`src/rtl/mem_port_arbiter.sv`:
```
// mem_port_arbiter: shares one single-port memory between the CPU control
// FSM (default priority) and a host debug/loader port. A saturating wait
// counter forces a host slot after STARVE_LIMIT losing cycles.
module mem_port_arbiter #(
    parameter int AW           = 8,
    parameter int DW           = 8,
    parameter int STARVE_LIMIT = 8
) (
    input  logic          clock,
    input  logic          reset,
    input  logic          cpu_rd,
    input  logic          cpu_wr,
    input  logic [AW-1:0] cpu_addr,
    input  logic [DW-1:0] cpu_wdata,
    output logic          cpu_stall,
    output logic [DW-1:0] cpu_rdata,
    input  logic          host_req,
    input  logic          host_we,
    input  logic [AW-1:0] host_addr,
    input  logic [DW-1:0] host_wdata,
    output logic          host_gnt,
    output logic          host_rvalid,
    output logic [DW-1:0] host_rdata,
    output logic [AW-1:0] mem_addr,
    output logic [DW-1:0] mem_wdata,
    output logic          mem_we,
    output logic          mem_re,
    input  logic [DW-1:0] mem_rdata
);

    typedef enum logic [1:0] {OWN_IDLE, OWN_CPU, OWN_HOST} owner_e;

    localparam logic [7:0] LIMIT = 8'(STARVE_LIMIT);

    owner_e        owner_q, owner_d;
    logic [7:0]    wait_cnt_q, wait_cnt_d;
    logic          pending_q, pending_d;
    logic [DW-1:0] host_rdata_q, host_rdata_d;

    logic cpu_req;
    logic cpu_gnt;

    // Grant decision and memory-side mux; everything is gated off while reset is low.
    always_comb begin
        cpu_req   = cpu_rd | cpu_wr;
        host_gnt  = 1'b0;
        cpu_gnt   = 1'b0;
        cpu_stall = 1'b0;
        mem_addr  = cpu_addr;
        mem_wdata = cpu_wdata;
        mem_we    = 1'b0;
        mem_re    = 1'b0;
        if (reset) begin
            // Forced slot once the host has waited long enough, otherwise CPU first.
            host_gnt  = host_req && ((wait_cnt_q == LIMIT) || !cpu_req);
            cpu_gnt   = cpu_req && !host_gnt;
            cpu_stall = cpu_req && host_gnt;
        end
        if (host_gnt) begin
            mem_addr  = host_addr;
            mem_wdata = host_wdata;
            mem_we    = host_we;
            mem_re    = !host_we;
        end else if (cpu_gnt) begin
            // Simultaneous read+write from the FSM resolves as a write.
            mem_we = cpu_wr;
            mem_re = cpu_rd && !cpu_wr;
        end
    end

    // CPU read data comes straight from the macro so FSM timing is unchanged.
    assign cpu_rdata = mem_rdata;

    // The host read pulse is the registered pending flag; data is shown live
    // from the macro in that cycle (it is only valid then) and held afterwards.
    assign host_rvalid = pending_q;
    assign host_rdata  = (pending_q && owner_q == OWN_HOST) ? mem_rdata : host_rdata_q;

    // Next-state: owner tracking, starvation counter, host read bookkeeping.
    always_comb begin
        owner_d      = owner_q;
        wait_cnt_d   = 8'd0;
        pending_d    = host_gnt && !host_we;
        host_rdata_d = host_rdata;
        if (host_gnt)     owner_d = OWN_HOST;
        else if (cpu_gnt) owner_d = OWN_CPU;
        if (host_req && !host_gnt)
            wait_cnt_d = (wait_cnt_q < LIMIT) ? wait_cnt_q + 8'd1 : LIMIT;
    end

    // State registers with asynchronous active-low reset.
    always_ff @(posedge clock or negedge reset) begin
        if (!reset) begin
            owner_q      <= OWN_IDLE;
            wait_cnt_q   <= 8'd0;
            pending_q    <= 1'b0;
            host_rdata_q <= '0;
        end else begin
            owner_q      <= owner_d;
            wait_cnt_q   <= wait_cnt_d;
            pending_q    <= pending_d;
            host_rdata_q <= host_rdata_d;
        end
    end

endmodule

```
`config.mk`:
```
export PLATFORM = sky130hd
export DESIGN_NAME = mem_port_arbiter
export DESIGN_NICKNAME = d
export VERILOG_FILES = /design/src/rtl/mem_port_arbiter.sv
export SDC_FILE = /design/constraint.sdc
export NUM_CORES = 1
export LEC_CHECK = 0
export BUFFER_PORTS_ARGS = -buffer_cell sky130_fd_sc_hd__buf_2
export CORE_AREA = 2 2 62 49
export DETAILED_ROUTE_END_ITERATION = 16
export DIE_AREA = 0 0 64 51
export PLACE_DENSITY = 0.85
export SYNTH_ARGS = -nofsm -noshare
export SYNTH_HDL_FRONTEND = slang
export SYNTH_SLANG_ARGS = --single-unit
```
`constraint.sdc`:
```
create_clock -name clock -period 3.9 [get_ports clock]
set_input_delay 0.78 -clock clock [delete_from_list [all_inputs] [get_ports clock]]
set_output_delay 0.78 -clock clock [all_outputs]
set_load 0.005 [all_outputs]
```
== Word-level counts from Yosys, hierarchy flattened ==
Index checks and enable logic that the tools add are counted.

* Logic and storage cells: 37
* Bits of input ports: 46
* Output and inout port bits: 37
* Flip-flop bits (word level): 19

* Magnitude comparators: 1
* $add $sub $neg: 1
* Bitwise logic cells: 1
* Muxes and demuxes: 14
* Equal/unequal tests: 2
* Reduce and logical (&&, ||, !) cells: 14

{| class="wikitable"
|+ Operators with widths
! cell !! count
|-
| $mux W8 || 5
|-
| $add A8 B1 Y8 const B || 1
|-
| $eq A8 B4 Y1 const B || 1
|-
| $lt A8 B4 Y1 const B || 1
|-
| $logic_and A1 B1 Y1 || 7
|-
| $mux W1 || 7
|-
| $logic_not A1 Y1 || 5
|-
| $mux W2 || 2
|-
| $eq A2 B2 Y1 const B || 1
|-
| $reduce_bool A2 Y1 || 1
|-
| $logic_or A1 B1 Y1 || 1
|-
| $or A1 B1 Y1 || 1
|}

== Depth between registers and ports, before layout ==
Gate-level depths: netlist of the first run.

* Word-level depth: 9
* Gate-level depth with buffers: 8
* Depth with buffers taken out: 6

== Worst setup path after synthesis of the first run ==
Ideal clock, no wire load.

* Path kind: input port to output port
* Start: input port cpu_wr
* End: output port mem_addr[0]
* Stages on the path: 6
* Arrival time: 1.955 ns
* Setup slack: 1.165 ns
* Required time: 3.120 ns
* Cell sequence: or2_2 > o31ai_1 > nor2b_1 > buf_4 > buf_6 > mux2_2

* Word-level cells in the longest chain between the ends: 6

{| class="wikitable"
|+ RTL lines
! item !! RTL line !! source
|-
| start: declaration || 12 || <nowiki>input logic cpu_wr,</nowiki>
|-
| $or A1 B1 Y1 || 45 || <nowiki>cpu_req = cpu_rd | cpu_wr;</nowiki>
|-
| $logic_not A1 Y1 || 55 || <nowiki>host_gnt = host_req && ((wait_cnt_q == LIMIT) || !cpu_req);</nowiki>
|-
| $logic_or A1 B1 Y1 || 55 ||
|-
| $logic_and A1 B1 Y1 || 55 ||
|-
| $mux W1 || 53 || <nowiki>if (reset) begin</nowiki>
|-
| named net host_gnt || 21 || <nowiki>output logic host_gnt,</nowiki>
|-
| $mux W8 || 59 || <nowiki>if (host_gnt) begin</nowiki>
|-
| end: declaration || 24 || <nowiki>output logic [AW-1:0] mem_addr,</nowiki>
|}

The timed path passes the listed nets, and every way through them passes these cells.

== Final worst setup path of the first run ==
* Start: register wait_cnt_q[6]
* End: output port mem_addr[7]

* Word-level cells in the longest chain between the ends: 5

{| class="wikitable"
|+ RTL lines
! item !! RTL line !! source
|-
| start: declaration || 36 || <nowiki>logic [7:0] wait_cnt_q, wait_cnt_d;</nowiki>
|-
| start signal: assignment || 100 || <nowiki>wait_cnt_q <= wait_cnt_d;</nowiki>
|-
| $eq A8 B4 Y1 || 55 ||
|-
| $logic_or A1 B1 Y1 || 55 ||
|-
| $logic_and A1 B1 Y1 || 55 ||
|-
| $mux W1 || 53 ||
|-
| $mux W8 || 59 ||
|}

No other way between the ends.

==> results by group, run 1 <==
Layout
  • Layout cell share with drive strength beyond 1: 66.3%
  • Area delta synth->final: 38.8%
  • Most common cell after layout, fill and taps aside: buf_2
  • Layout Nets: 221
  • Ant. Diodes: 0
  • Layout Cells excl Fill: 210
  • Commonest non-fill, non-tap cells in the layout: buf_2 (82), mux2_2 (24), dfrtp_1 (19)

Clock network
  • Post-CTS Resized: 0
  • CTS Root Cell: clkbuf_4
  • Reg clk slew, reported paths: 0.10 ns
  • Post-CTS Hold Fix Bufs: 0
  • CTS Sinks: 19
  • Clk_lat worst skew: 0.28 ns
  • CTS Buffer Depth: 2
  • CTS Buf Count: 3
  • Post-CTS Setup Bufs: 0
  • CTS tree: yes
  • H-tree levels: 1

Timing
  • FMAX: 0.315 GHz
  • Endpoints failing setup: 0
  • Slew Viols, Final: 0
  • Worst hold margin: 0.481 ns
  • RSZ-0062 raised after global routing: false
  • Final Hold Fails: 0
  • Skew final: 0.00365 ns
  • Setup slack after layout: 0.727 ns
  • Final min period: 3.17 ns
  • Final cycle utilization of the critical path: 81.3%
  • Final setup TNS: 0 ns

Pwr
  • Total power: 0.410 mW
  • Leak: 0.772 nW
  • Power Density: 275 mW/mm²
  • Worst-case vdd ir drop: 0.180 mV

Synth
  • Register area share after synthesis: 44.3%
  • Post-Syn Instances: 93
  • Fraction of registers with async set or reset after synthesis: 100%
  • Synth area leader: dfrtp_1
  • Unique masters post-synth: 27
  • YS warnings: 0
  • Ranking of synthesized cells by area: dfrtp_1 (44%), mux2_2 (25%), buf_4 (6.3%), ha_1 (2.3%), buf_6 (2.1%)
  • Mapped Avg Cell Area: 11.5 µm²
  • Mapped Area: 0.00107 mm²
  • Post-synth EDFFs: 0
  • Most used flip-flop cell after synthesis: dfrtp_1
  • Flops & latches, synth: 19
  • Share of the synthesized area in the top cell type: 44.3%

Critical path
  • CP endpoint kind: output pin
  • Critical Path AT: 2.39 ns
  • Worst setup SP type: flop
  • Setup CP Type: reg2out
  • Flop2flop setup slack: 2.04 ns
  • CP max FO: 18
  • CP Data Required Time: 3.12 ns

Placed design
  • Cell Count Post-Placement: 206
  • Dpl hpwl: 1910 µm
  • Pre-CTS WS: 0.910 ns
  • Port-buffer cells: 82
  • Routability cong.: 0.830

Floorplanning
  • Core ar.: 0.00274 mm²
  • Die width: 64 µm
  • I/O pins: 83
  • Die Area: 0.00326 mm²
  • Initial Util: 39.1%
  • Std-Cell Rows: 17
  • Die Span Y: 51 µm

Global routing
  • First-pass GRT wire length: 3450 µm
  • Vias in the first global route: 772
  • Met3 global-route usage: 3.96%
  • Initial antenna violation count: 0
  • GR Util All Layers: 13.5%
  • Met1 Track Usage GR: 19.1%
  • Most Crowded Layer GR: met2
  • Met2 Use GR: 20.7%
  • Gr ovfl total: 0
  • Largest net degree at the start of global routing: 29

Route
  • WL/cell: 11.0 µm
  • Routed Antenna Nets: 0
  • DRT iter0 DRCs: 17
  • Vias per cell: 4.36
  • DR pass1 iterations: 4
  • Drc violations: 0
  • Via count: 916
  • DRT Wirelength: 2300 µm

Run status
  • Status: finished clean

Worst hold path
  • Worst Hold Class: in2async

Run
  • Maxcap violations: 0
[layer usage]
layer  part of all wire (%)  wire, µm
met1                     45      1040
met4                      0         0
met5                      0         0
met2                     51      1160
met3                    4.4       101
[final timing paths]
kind,endpoint,startpoint,cells past startpoint
setup reg to reg,host_rvalid$_DFF_PN0_,wait_cnt_q[6]$_DFF_PN0_,5
min in group clock,host_rdata_q[4]$_DFF_PN0_,host_rdata_q[4]$_DFF_PN0_,1
setup / recovery,mem_addr[7],wait_cnt_q[6]$_DFF_PN0_,6
max in group asynchronous,host_rdata_q[6]$_DFF_PN0_,reset,2
hold reg to reg,host_rdata_q[4]$_DFF_PN0_,host_rdata_q[4]$_DFF_PN0_,1
hold / removal,wait_cnt_q[2]$_DFF_PN0_,reset,2
[cell type report]
| cell class | count | area (µm²) |
|---|---|---|
| fillers | 242 | 1250 |
| multi-input cells | 61 | 500 |
| flip-flops and latches | 19 | 475 |
| repair buffers | 84 | 425 |
| well taps | 38 | 47.5 |
| clock buffers | 4 | 26.3 |
| inverters | 4 | 15.0 |
[report_power, final]
part	internal (mW)	switching, mW	leakage [nW]
combinational	0.0590	0.0413	0.526
sequential	0.213	0.00435	0.231
clock	0.0397	0.0522	0.0150
[flip-flops by register name, indices dropped and copies added (netlist names)]
signal	flops
host_rvalid	1
wait_cnt_q	8
host_rdata_q	8
owner_q	2
[logic make-up (layout without fill, tap and decap cells)]
| family | after synthesis | after routing | share of synthesized area, % |
|---|---|---|---|
| AND/OR/NAND/NOR | 22 | 22 | 11.4 |
| XOR/XNOR | 1 | 1 | 0.816 |
| adder cells (fa/ha/maj) | 2 | 2 | 2.33 |
| flip-flops | 19 | 19 | 44.3 |
| buffers and inverters | 16 | 92 | 10.1 |
| AO/OA/AOI/OAI | 8 | 8 | 5.48 |
| multiplexers | 24 | 24 | 25.2 |
| other | 1 | 4 | 0.349 |
[Yosys cell counts, types with 2 or more instances]
master,count
nand2_1,4
or4_4,2
nor2b_1,2
nor2_1,6
mux2_2,24
buf_4,9
dfrtp_1,19
inv_1,4
nand3_1,3
ha_1,2
buf_6,2
[metrics by stage]
step           utilization (%)  instance area [µm²]
2_1_floorplan                -                 1080
3_3_place_gp              53.4                 1460
3_5_place_dp              53.4                 1460
4_1_cts                   54.3                 1490
5_1_grt                   54.3                 1490
6_report                  54.3                 1490
[worst max-delay path, cell delays in order (launching register included)]
cell,delay [ns]
dfrtp_1,0.37
or4_4,0.54
o31ai_1,0.29
nor2b_1,0.17
buf_4,0.24
mux2_2,0.36
buf_2,0.13
Note: power is estimated with default switching activity, not from simulation.
==> run 2, diff against run 1 <==
Settings changed: CORE_AREA 2 2 62 49 to 2 2 67 53, DIE_AREA 0 0 64 51 to 0 0 69 55, PLACE_DENSITY 0.85 to 0.77.
Clock period 3.9 ns to 2.8 ns, I/O delays scaled along.
==> results by group, run 2 (synthesis gave the netlist of run 1 again) <==
Layout
  • Layout cell share with drive strength beyond 1: 69.0%
  • Utilization after layout: 49.6%
  • Ant. Diodes: 0
  • Biggest regs: host_rdata_q: 8 flops, wait_cnt_q: 8 flops, owner_q: 2 flops
  • Layout Nets: 223
  • FILL cells: 302
  • Commonest non-fill, non-tap cells in the layout: buf_2 (82), mux2_2 (23), dfrtp_1 (19)
  • Area delta synth->final: 45.6%
  • Most common cell after layout, fill and taps aside: buf_2

Critical path
  • CP max FO: 9
  • CP endpoint kind: output pin
  • Setup CP Type: reg2out
  • FF-to-FF path depth: 4
  • Critical Path AT: 2.22 ns
  • CP Data Required Time: 2.24 ns
  • Worst setup SP type: flop

Floorplanning
  • I/O pins: 83
  • Std-Cell Rows: 18
  • Die Span Y: 55 µm
  • Core ar.: 0.00315 mm²
  • Die Area: 0.00380 mm²
  • Initial Util: 34.0%
  • Die width: 69 µm

Timing
  • FMAX: 0.360 GHz
  • Slew Viols, Final: 0
  • Skew final: 0.00134 ns
  • RSZ-0062 raised after global routing: true
  • Final setup TNS: 0 ns
  • Setup slack after layout: 0.0210 ns
  • Final cycle utilization of the critical path: 99.3%
  • Final min period: 2.78 ns
  • Endpoints failing setup: 0
  • Final Hold Fails: 0

Global routing
  • First-pass GRT wire length: 3710 µm
  • Gr ovfl total: 0
  • Initial antenna violation count: 0
  • Largest net degree at the start of global routing: 29
  • Vias in the first global route: 793
  • GR Util All Layers: 12.5%

Clock network
  • Reg clk slew, reported paths: 0.07 ns
  • CTS Buffer Depth: 2
  • Clk_lat worst skew: 0.25 ns
  • CTS tree: yes
  • CTS Buf Count: 3
  • H-tree levels: 1
  • CTS Sinks: 19
  • CTS Root Cell: clkbuf_8

Placed design
  • Port-buffer cells: 82
  • Routability cong.: 0.783
  • Dpl hpwl: 2090 µm
  • Pre-CTS WS: 0.166 ns

Run
  • Maxcap violations: 0

Route
  • Vias per cell: 4.50
  • WL/cell: 12.1 µm
  • DRT iter0 DRCs: 32
  • Routed Antenna Nets: 0
  • DRT Wirelength: 2590 µm
  • Drc violations: 0
  • Via count: 964
  • DR pass1 iterations: 4

Worst hold path
  • Worst Hold Class: in2async

Pwr
  • Leak: 0.803 nW
  • Total power: 0.637 mW
  • Worst-case vdd ir drop: 0.282 mV
  • Power Density: 408 mW/mm²

Run status
  • Status: finished clean
run 2: changes by cell type in the layout (fill, tap and decap cells not counted), sizes merged:
cell    before  now
clkinv       0    1
clkbuf       4    3
buf         84   86
run 2: metal layers:
metal / share of wire, % / GRT usage [%] / routed length, µm
met3: 5.4 / 4.53 / 139
met5: 0 / 0 / 0
met2: 49 / 18.8 / 1270
met1: 46 / 17.7 / 1180
met4: 0 / 1.96 / 0
run 2: final cells by class:
type | instances | area (µm²) | share of cell area, %
timing repair buffer | 86 | 448 | 28.7
multi-input combinational | 61 | 528 | 33.8
clock inverter | 1 | 5.00 | 0.320
inverter | 4 | 15.0 | 0.961
sequential | 19 | 475 | 30.4
tap | 40 | 50.0 | 3.20
clock buffer | 3 | 41.3 | 2.64
run 2: worst paths after layout:
check	from	endpoint	slack, ns
worst max register to register	wait_cnt_q[4]$_DFF_PN0_	owner_q[0]$_DFFE_PN0P_	0.89
worst min register to register	host_rdata_q[3]$_DFF_PN0_	host_rdata_q[3]$_DFF_PN0_	0.49
worst min-delay path	reset	wait_cnt_q[2]$_DFF_PN0_	0.29
worst max-delay path	wait_cnt_q[4]$_DFF_PN0_	mem_wdata[7]	0.02
max in group asynchronous	reset	wait_cnt_q[6]$_DFF_PN0_	2.26
min in group clock	host_rdata_q[3]$_DFF_PN0_	host_rdata_q[3]$_DFF_PN0_	0.49
run 2: repair_timing:
item                       4_1_cts  5_1_grt
cloned                           1        0
setup endpoints to repair       17       17
hold buffers                     0        0
setup buffers                    1        0
resized for setup                7        2
pin swaps                        3        1
run 2: per-stage QoR:
step | instances | hold WS [ns] | cell area, µm²
detailed placement | 208 | 0.482 | 1470
global route | 214 | 0.326 | 1560
floorplan | 96 | 0.264 | 1080
global placement | 208 | 0.476 | 1470
finish | 214 | 0.294 | 1560
CTS | 214 | 0.306 | 1560
run 2: critical path, cell delays in order, from the launching register on:
cell,delay (ns)
dfrtp_1,0.36
or4_4,0.57
o31ai_4,0.21
nor2b_4,0.21
buf_6,0.16
mux2_2,0.34
buf_2,0.12
run 2: report_power, final:
group | switching (mW) | internal, mW | leakage, nW
clock network | 0.0883 | 0.0988 | 0.0255
logic | 0.0606 | 0.0854 | 0.546
registers | 0.00635 | 0.298 | 0.231
total | 0.155 | 0.482 | 0.803
